## src/rtl/twenty_bit_serializer_pkg.sv

```systemverilog
// Shared definitions for the 20-bit parallel-to-serial transmitter and its
// companion 20-bit register: default word width and serializer state codes.
package twenty_bit_serializer_pkg;

  localparam int DEFAULT_WIDTH = 20;

  typedef logic [1:0] state_t;

  localparam state_t ST_IDLE  = 2'd0;
  localparam state_t ST_SHIFT = 2'd1;
  localparam state_t ST_DONE  = 2'd2;

  // Bit counter width: enough to hold WIDTH-1.
  function automatic int cnt_width(input int width);
    return (width > 2) ? $clog2(width) : 1;
  endfunction

endpackage

```

## src/rtl/twenty_bit_serializer_if.sv

```systemverilog
// Load handshake and serial link of the serializer, bundled as one port.
// The serializer connects through slave; the producer/consumer side uses master.
interface twenty_bit_serializer_if
  import twenty_bit_serializer_pkg::*;
#(
  parameter int WIDTH = DEFAULT_WIDTH
);

  logic [WIDTH-1:0] d;
  logic             load_valid;
  logic             load_ready;
  logic             ser_data;
  logic             ser_valid;
  logic             ser_ready;
  logic             busy;
  logic             done;

  modport master (
    output d, load_valid, ser_ready,
    input  load_ready, ser_data, ser_valid, busy, done
  );

  modport slave (
    input  d, load_valid, ser_ready,
    output load_ready, ser_data, ser_valid, busy, done
  );

endinterface

```

## src/rtl/twenty_bit_shift_register.sv

```systemverilog
// WIDTH-bit shift register with async clear, parallel load and shift enable.
// MSB_FIRST selects whether bits leave from the top (shift left) or bottom.
module twenty_bit_shift_register
  import twenty_bit_serializer_pkg::*;
#(
  parameter int WIDTH     = DEFAULT_WIDTH,
  parameter bit MSB_FIRST = 1'b1
) (
  input  logic             clk,
  input  logic             reset,
  input  logic             load,
  input  logic             shift_en,
  input  logic [WIDTH-1:0] d,
  output logic             out_bit
);

  logic [WIDTH-1:0] shreg_d;
  logic [WIDTH-1:0] shreg_q;

  always_comb begin
    // NOTE: hold value assigned first so every path writes shreg_d; no latch.
    shreg_d = shreg_q;
    if (load) begin
      shreg_d = d;
    end else if (shift_en) begin
      shreg_d = MSB_FIRST ? {shreg_q[WIDTH-2:0], 1'b0}
                          : {1'b0, shreg_q[WIDTH-1:1]};
    end
  end

  always_ff @(posedge clk or negedge reset) begin
    // NOTE: non-blocking so every flop samples pre-edge values.
    if (!reset) begin
      shreg_q <= '0;
    end else begin
      shreg_q <= shreg_d;
    end
  end

  assign out_bit = MSB_FIRST ? shreg_q[WIDTH-1] : shreg_q[0];

endmodule

```

## src/rtl/twenty_bit_serializer.sv

```systemverilog
// Parallel-to-serial transmitter: takes one word on a load handshake and
// sends it one bit per accepted beat, pulsing done after the last bit.
module twenty_bit_serializer
  import twenty_bit_serializer_pkg::*;
#(
  parameter int WIDTH     = DEFAULT_WIDTH,
  parameter bit MSB_FIRST = 1'b1
) (
  input  logic                   clk,
  input  logic                   reset,
  twenty_bit_serializer_if.slave bus
);

  localparam int              CW       = cnt_width(WIDTH);
  localparam logic [CW-1:0]   CNT_LAST = CW'(WIDTH - 1);

  state_t          state_d;
  state_t          state_q;
  logic [CW-1:0]   cnt_d;
  logic [CW-1:0]   cnt_q;
  logic            armed_d;
  logic            armed_q;

  logic            load_ready;
  logic            ser_valid;
  logic            ser_data;
  logic            busy;
  logic            done;
  logic            load_fire;
  logic            beat_fire;
  logic            shift_bit;

  assign load_fire = bus.load_valid & load_ready;
  assign beat_fire = ser_valid & bus.ser_ready;

  // armed_q keeps load_ready low until the first edge after reset release.
  assign armed_d = 1'b1;

  // State register
  always_ff @(posedge clk or negedge reset) begin
    if (!reset) begin
      state_q <= ST_IDLE;
      armed_q <= 1'b0;
    end else begin
      state_q <= state_d;
      armed_q <= armed_d;
    end
  end

  // Next-state logic
  always_comb begin
    state_d = state_q;
    case (state_q)
      ST_IDLE:  if (load_fire) state_d = ST_SHIFT;
      ST_SHIFT: if (beat_fire && (cnt_q == '0)) state_d = ST_DONE;
      ST_DONE:  state_d = load_fire ? ST_SHIFT : ST_IDLE;
      default:  state_d = ST_IDLE;
    endcase
  end

  // Outputs decoded from state only; ser_data comes from the shift register flops.
  always_comb begin
    load_ready = 1'b0;
    ser_valid  = 1'b0;
    ser_data   = 1'b0;
    busy       = 1'b0;
    done       = 1'b0;
    case (state_q)
      ST_IDLE: begin
        load_ready = armed_q;
      end
      ST_SHIFT: begin
        ser_valid = 1'b1;
        ser_data  = shift_bit;
        busy      = 1'b1;
      end
      ST_DONE: begin
        load_ready = armed_q;
        done       = 1'b1;
      end
      default: ;
    endcase
  end

  // Remaining-beats counter: WIDTH-1 at load, zero on the final beat.
  always_comb begin
    cnt_d = cnt_q;
    if (load_fire) begin
      cnt_d = CNT_LAST;
    end else if (beat_fire && (cnt_q != '0)) begin
      cnt_d = cnt_q - 1'b1;
    end
  end

  always_ff @(posedge clk or negedge reset) begin
    if (!reset) begin
      cnt_q <= '0;
    end else begin
      cnt_q <= cnt_d;
    end
  end

  // The last beat also shifts, leaving the register all-zero for DONE/IDLE.
  twenty_bit_shift_register #(
    .WIDTH     (WIDTH),
    .MSB_FIRST (MSB_FIRST)
  ) u_shreg (
    .clk      (clk),
    .reset    (reset),
    .load     (load_fire),
    .shift_en (beat_fire),
    .d        (bus.d),
    .out_bit  (shift_bit)
  );

  assign bus.load_ready = load_ready;
  assign bus.ser_valid  = ser_valid;
  assign bus.ser_data   = ser_data;
  assign bus.busy       = busy;
  assign bus.done       = done;

endmodule

```

## src/flat_wrapper.sv

```systemverilog
// flat-port wrapper written by rule: the top's interface ports become plain ports
module twenty_bit_serializer_flat import twenty_bit_serializer_pkg::*;
#(
  parameter int WIDTH     = DEFAULT_WIDTH,
  parameter bit MSB_FIRST = 1'b1
)
  (clk, reset, bus_d, bus_load_valid, bus_ser_ready, bus_load_ready, bus_ser_data, bus_ser_valid, bus_busy, bus_done);
  twenty_bit_serializer_if #(.WIDTH(WIDTH)) bus_i ();
  input  logic clk;
  input  logic reset;
  input wire logic [$bits(bus_i.d)-1:0] bus_d;
  input wire logic [$bits(bus_i.load_valid)-1:0] bus_load_valid;
  input wire logic [$bits(bus_i.ser_ready)-1:0] bus_ser_ready;
  output wire logic [$bits(bus_i.load_ready)-1:0] bus_load_ready;
  output wire logic [$bits(bus_i.ser_data)-1:0] bus_ser_data;
  output wire logic [$bits(bus_i.ser_valid)-1:0] bus_ser_valid;
  output wire logic [$bits(bus_i.busy)-1:0] bus_busy;
  output wire logic [$bits(bus_i.done)-1:0] bus_done;
  assign bus_i.d = bus_d;
  assign bus_i.load_valid = bus_load_valid;
  assign bus_i.ser_ready = bus_ser_ready;
  assign bus_load_ready = bus_i.load_ready;
  assign bus_ser_data = bus_i.ser_data;
  assign bus_ser_valid = bus_i.ser_valid;
  assign bus_busy = bus_i.busy;
  assign bus_done = bus_i.done;
  twenty_bit_serializer #(.WIDTH(WIDTH), .MSB_FIRST(MSB_FIRST)) u_core (.clk(clk), .reset(reset), .bus(bus_i));
endmodule
```

## config.mk

```make
export PLATFORM = sky130hd
export DESIGN_NAME = twenty_bit_serializer_flat
export DESIGN_NICKNAME = d
export VERILOG_FILES = /design/src/rtl/twenty_bit_serializer_pkg.sv /design/src/rtl/twenty_bit_serializer_if.sv /design/src/rtl/twenty_bit_shift_register.sv /design/src/rtl/twenty_bit_serializer.sv /design/src/flat_wrapper.sv
export SDC_FILE = /design/constraint.sdc
export NUM_CORES = 1
export LEC_CHECK = 0
export BUFFER_PORTS_ARGS = -buffer_cell sky130_fd_sc_hd__buf_2
export CORE_MARGIN = 2
export CORE_UTILIZATION = 47
export CTS_CLUSTER_DIAMETER = 50
export DETAILED_ROUTE_END_ITERATION = 16
export PLACE_DENSITY = 0.73
export SYNTH_ARGS = -nofsm -noshare
export SYNTH_HDL_FRONTEND = slang
export SYNTH_HIERARCHICAL = 1
export SYNTH_SLANG_ARGS = --single-unit
```

## constraint.sdc

```tcl
create_clock -name clk -period 1.6 [get_ports clk]
set_clock_uncertainty 0.2 [all_clocks]
set_input_delay 0.16 -clock clk [delete_from_list [all_inputs] [get_ports clk]]
set_output_delay 0.16 -clock clk [all_outputs]
set_load 0.01 [all_outputs]
```

# Yosys cells after proc, flatten, opt, wreduce, memory -nomap -nowiden
# Index checks and enable logic that the tools add are counted.
# classes
addsub	1
eq_ne	4
mux	12
bitwise	2
reduce_logical	9
# op_table
operator	n
$mux 20	2
$mux 5	2
$pmux 2 s3	1
$logic_not 5->1	1
$mux 1	5
$reduce_bool 5->1	1
$sub 5x1->5 const B	1
$mux 2	2
$ne 2x1->1 const B	2
$reduce_bool 2->1	2
$and 1x1->1	2
$eq 2x1->1 const B	1
$eq 2x2->1 const B	1
$logic_and 1x1->1	2
$logic_not 2->1	1
$reduce_and 2->1	1
$reduce_or 2->1	1
# word_totals
ff_bits	28
inputBits	24
output_inout_bits	5
word_cells	32

# Longest topological paths before layout
# depth
ltp_word	6
depth_mapped	6
mapped_depth_nobuf	5

# Cells and area by module
# Netlist, hierarchy kept.
# by_module_without_submodules
mod	n_inst	cells_per_inst	area_per_inst_um2	seq_area_each_um2
twenty_bit_shift_register	1	86	923.4	500.5
twenty_bit_serializer	1	40	412.9	200.2

# Least setup slack after synthesis
# No wires, ideal clock.
# synth_path
kind	reg-to-reg
startpoint	reg u_core.cnt_q[0]
endpoint	reg u_core.cnt_q[3]
setup_ps	79
t_arrival_ps	1302
required_time_ps	1321
slack_ps	18
path_stages_with_launch	6
path_buffers	0
synth_period_minus_slack_ps	1582
cell_sequence	dfrtp_1 inv_1 ha_1 or4b_4 nand3_2 mux2i_1
# synth_via
elab_chain_len	3
elab_cells_between_ends	6
cone_classes	add/sub (1); mux (2); reduce/logical (3)
# synth_lines
item	line_no	text
start: declaration	twenty_bit_serializer.sv:20	logic [CW-1:0] cnt_q;
start signal: assignment	twenty_bit_serializer.sv:99	cnt_q <= cnt_d;
$sub 5x1->5 / $reduce_bool 5->1 (equally long branches)	twenty_bit_serializer.sv:91, twenty_bit_serializer.sv:90	
$mux 5 / $logic_and 1x1->1 (equally long branches)	twenty_bit_serializer.sv:90	end else if (beat_fire && (cnt_q != '0)) begin
$mux 5 / $reduce_bool 2->1 (equally long branches)	--	
# Parallel ways exist; a longest one is shown, timed or not. The select of a mux whose other input is x is not followed.
# A chain may end at the register's enable or synchronous reset.

# Final worst setup path
# Same ends and word-level chain as after synthesis.

==> results_dict.tcl <==
set metrics [dict create \
    status "finished with violations" \
    violations "negative setup slack" \
    antenna_cells 0 \
    io_pins 29 \
    die_w_um 57.3 \
    crit_required_ns 1.66 \
    path_clk_slew_ns 0.16 \
    p_int_uw 1910 \
    initialDrtViolationCount 26 \
    dpl_worst_slack_ns -0.0711 \
    dieHeight_um 57.3 \
    core_area_sq_mm 0.00273 \
    rsz0062_at_grt "yes" \
    root_buffer "clkbuf_4" \
    worstSetupPathType "flip-flop to flip-flop" \
    min_period_over_period_pct 101 \
    clk_latency_ns 0.32 \
    cp.arrival_ns 1.68 \
    leakage_uw 0.000889 \
    cts_made_buffers 3 \
    syn_inst 126 \
    grt_pass1_wl_mm 4.63 \
    cp_cell_sequence "inv_2 > ha_4 > or4b_4 > nand3_2 > mux2i_1" \
    cts_sinks 28 \
    cap_violations 0 \
    port_buffers 28 \
    drv_slew 0 \
    rows 19 \
    tightest_slew_ns 0.602 \
    min_path_type "input pin to flip-flop" \
    power.total_uw 2870 \
    grt_max_degree 29 \
    ys.warnings.count 6 \
    path_buf_inv 1 \
    p_sw_uw 963 \
    htreeDepth 1 \
    cts_tree "built" \
    drt_pass1_iterations 4 \
    setup_violations 3 \
    clkPwrFrac_pct 16.1 \
    grt_overflow 0 \
    place.gp.congestion 0.738 \
    startpoint "u_core/cnt_q[0]" \
    cts_buffer_depth 2 \
    syn_avg_cell_area_sq_um 10.6 \
    start_util_pct 48.9 \
    routed_wl_mm 2.91 \
    max_slew_margin_pct 59.8 \
    period_needed_ns 1.62 \
    syn-num-nets 151 \
    critPathMaxFanout 3 \
    cp_top_family "simple AND/OR/NAND/NOR gates" \
    syn_area_sq_mm 0.00134 \
    post_route_cells_drive_above_1_share_pct 30.1 \
    critPathLaunchType "flip-flop" \
    end_kind "flip-flop" \
    grt_pass1_vias 1081 \
    powerDensity_mw_per_mm2 1510 \
    die_area_sq_mm 0.00329 \
    avgRoutedWirePerCell_um 13.4 \
    sequentialPowerShare_pct 42.0 \
    antenna_found_initial 0 \
    ant_nets 0 \
    crit_slowest_cell "or4b_4" \
    yosysSeqAreaShare_pct 52.4 \
    dp_hpwl_mm 1.77 \
    p_sw_share_pct 33.5 \
    min_from "bus_load_valid" \
    timing.final.ws_setup_ns -0.0237 \
    max_freq_mhz 616 \
    peakVddDrop_v 0.00102 \
    drc 0 \
    grt_usage_pct 18.2 \
    max_stage_delay_ns 0.48 \
    drt-vias-per-instance 5.03 \
    comb_power_share_pct 41.9 \
    r2r-start "u_core/cnt_q[0]" \
    hold_violations 0 \
    routed-via-count 1092 \
    syn2layout_area_growth_pct 42.5 \
    ys_seq_elements 28 \
    synth_cell_type_count 26 \
    finalNetCount 212 \
]
state kept, by name, indices dropped and copies added, names as in the netlist:
name / cells
u_core/armed_q: 1
u_core/cnt_q: 5
u_core/state_q: 2
u_core/u_shreg/shreg_q: 20
worst paths after layout:
| kind | endpoint | slack, ns | cells past startpoint |
|---|---|---|---|
| worst max register to register | u_core/cnt_q[3] | -0.02 | 5 |
| worst max-delay path | u_core/cnt_q[3] | -0.02 | 5 |
| max in group asynchronous | u_core/u_shreg/shreg_q[13] | 0.65 | 2 |
| min in group asynchronous | u_core/state_q[1] | 0.16 | 2 |
| worst min-delay path | u_core/cnt_q[4] | 0.09 | 4 |
| worst min register to register | u_core/u_shreg/shreg_q[0] | 0.37 | 2 |
cell usage after synthesis (all sizes together):
cell    instances  area (sq um)
o311ai          1          8.76
nand3b          2          15.0
or4b            1          13.8
o41ai           2          17.5
buf             7          55.1
and2            1          6.26
a21o            1          7.51
dfrtp          28           701
conb            1          3.75
nor2b           3          18.8
inv             5          18.8
nand2          23          86.3
nor3            1          5.00
ha              1          12.5
mux2i          20           200
nor4b           1          15.0
nor2            1          3.75
o21ai          22           114
nand2b          1          6.26
o211ai          1          7.51
nand3           3          20.0
tightest hold or removal path: stages:
cell,delay [ns]
buf_2,0.10
nand3b_1,0.12
buf_4,0.16
nand2_1,0.06
layer usage:
metal	vias up	global-route usage [%]	wire length, um
met5	-	0	0
met4	0	5.98	61
met3	6	2.72	87
met2	25	32.2	1520
met1	507	22.9	1240
li1	554	-	-
layout by cell type (no fill, tap or decap), types with 2 or more instances in the layout:
cell and n:
buf_12 2, buf_2 28, buf_4 8, buf_6 2, clkbuf_4 3, dfrtp_1 28
dlygate4sd3_1 22, inv_2 4, mux2i_1 19, nand2_1 23, nand3_1 2, nand3b_1 2
nor2b_1 2, o21ai_1 20, o41ai_1 2
repair_timing:
item                                    4_1_cts  5_1_grt
hold endpoints to repair                     49        0
hold buffers                                 22        0
cloned                                        0        2
endpoints found under the setup margin        6       20
gates resized for setup                       5        7
setup buffers                                 2        1
pin swaps                                     2        1
final cells by class:
class,instances,area [sq um]
multi-input combinational,86,586
inverter,5,18.8
clock inverter,1,30.0
timing repair buffer,63,508
fill,202,830
sequential,28,701
tap,31,38.8
clock buffer,3,22.5
power groups by stage:
| stage | Combinational, uW | Sequential (uW) | Clock, uW |
|---|---|---|---|
| final | 1210 | 1210 | 463 |
| after global routing | 1330 | 1240 | 507 |
| after CTS | 1090 | 1200 | 478 |
| after detailed placement | 968 | 1220 | 0 |
| after global placement | 921 | 1190 | 0 |
| after floorplan | 727 | 1160 | 0 |
metrics by stage:
| stage | instance area (sq um) | instances | util (%) | hold slack, ns | TNS (ns) |
|---|---|---|---|---|---|
| floorplan | 1340 | 126 | - | -0.336 | 0 |
| global placement | 1550 | 186 | 56.5 | 0.00272 | 0 |
| detailed placement | 1550 | 186 | 56.5 | 0.00719 | -0.108 |
| CTS | 1850 | 214 | 67.6 | 0.0464 | -0.0313 |
| global route | 1900 | 217 | 69.7 | 0.0882 | -0.432 |
| finish | 1900 | 217 | 69.7 | 0.0855 | -0.0348 |
cells by family after synthesis:
family | Yosys count | share of synthesized area (%)
AND/OR/NAND/NOR | 37 | 14.2
buffers and inverters | 12 | 5.52
adder cells (fa/ha/maj) | 1 | 0.936
AO/OA/AOI/OAI | 27 | 11.6
other | 1 | 0.281
multiplexers | 20 | 15.0
flip-flops | 28 | 52.4
Power figures use the tool's default switching activity.
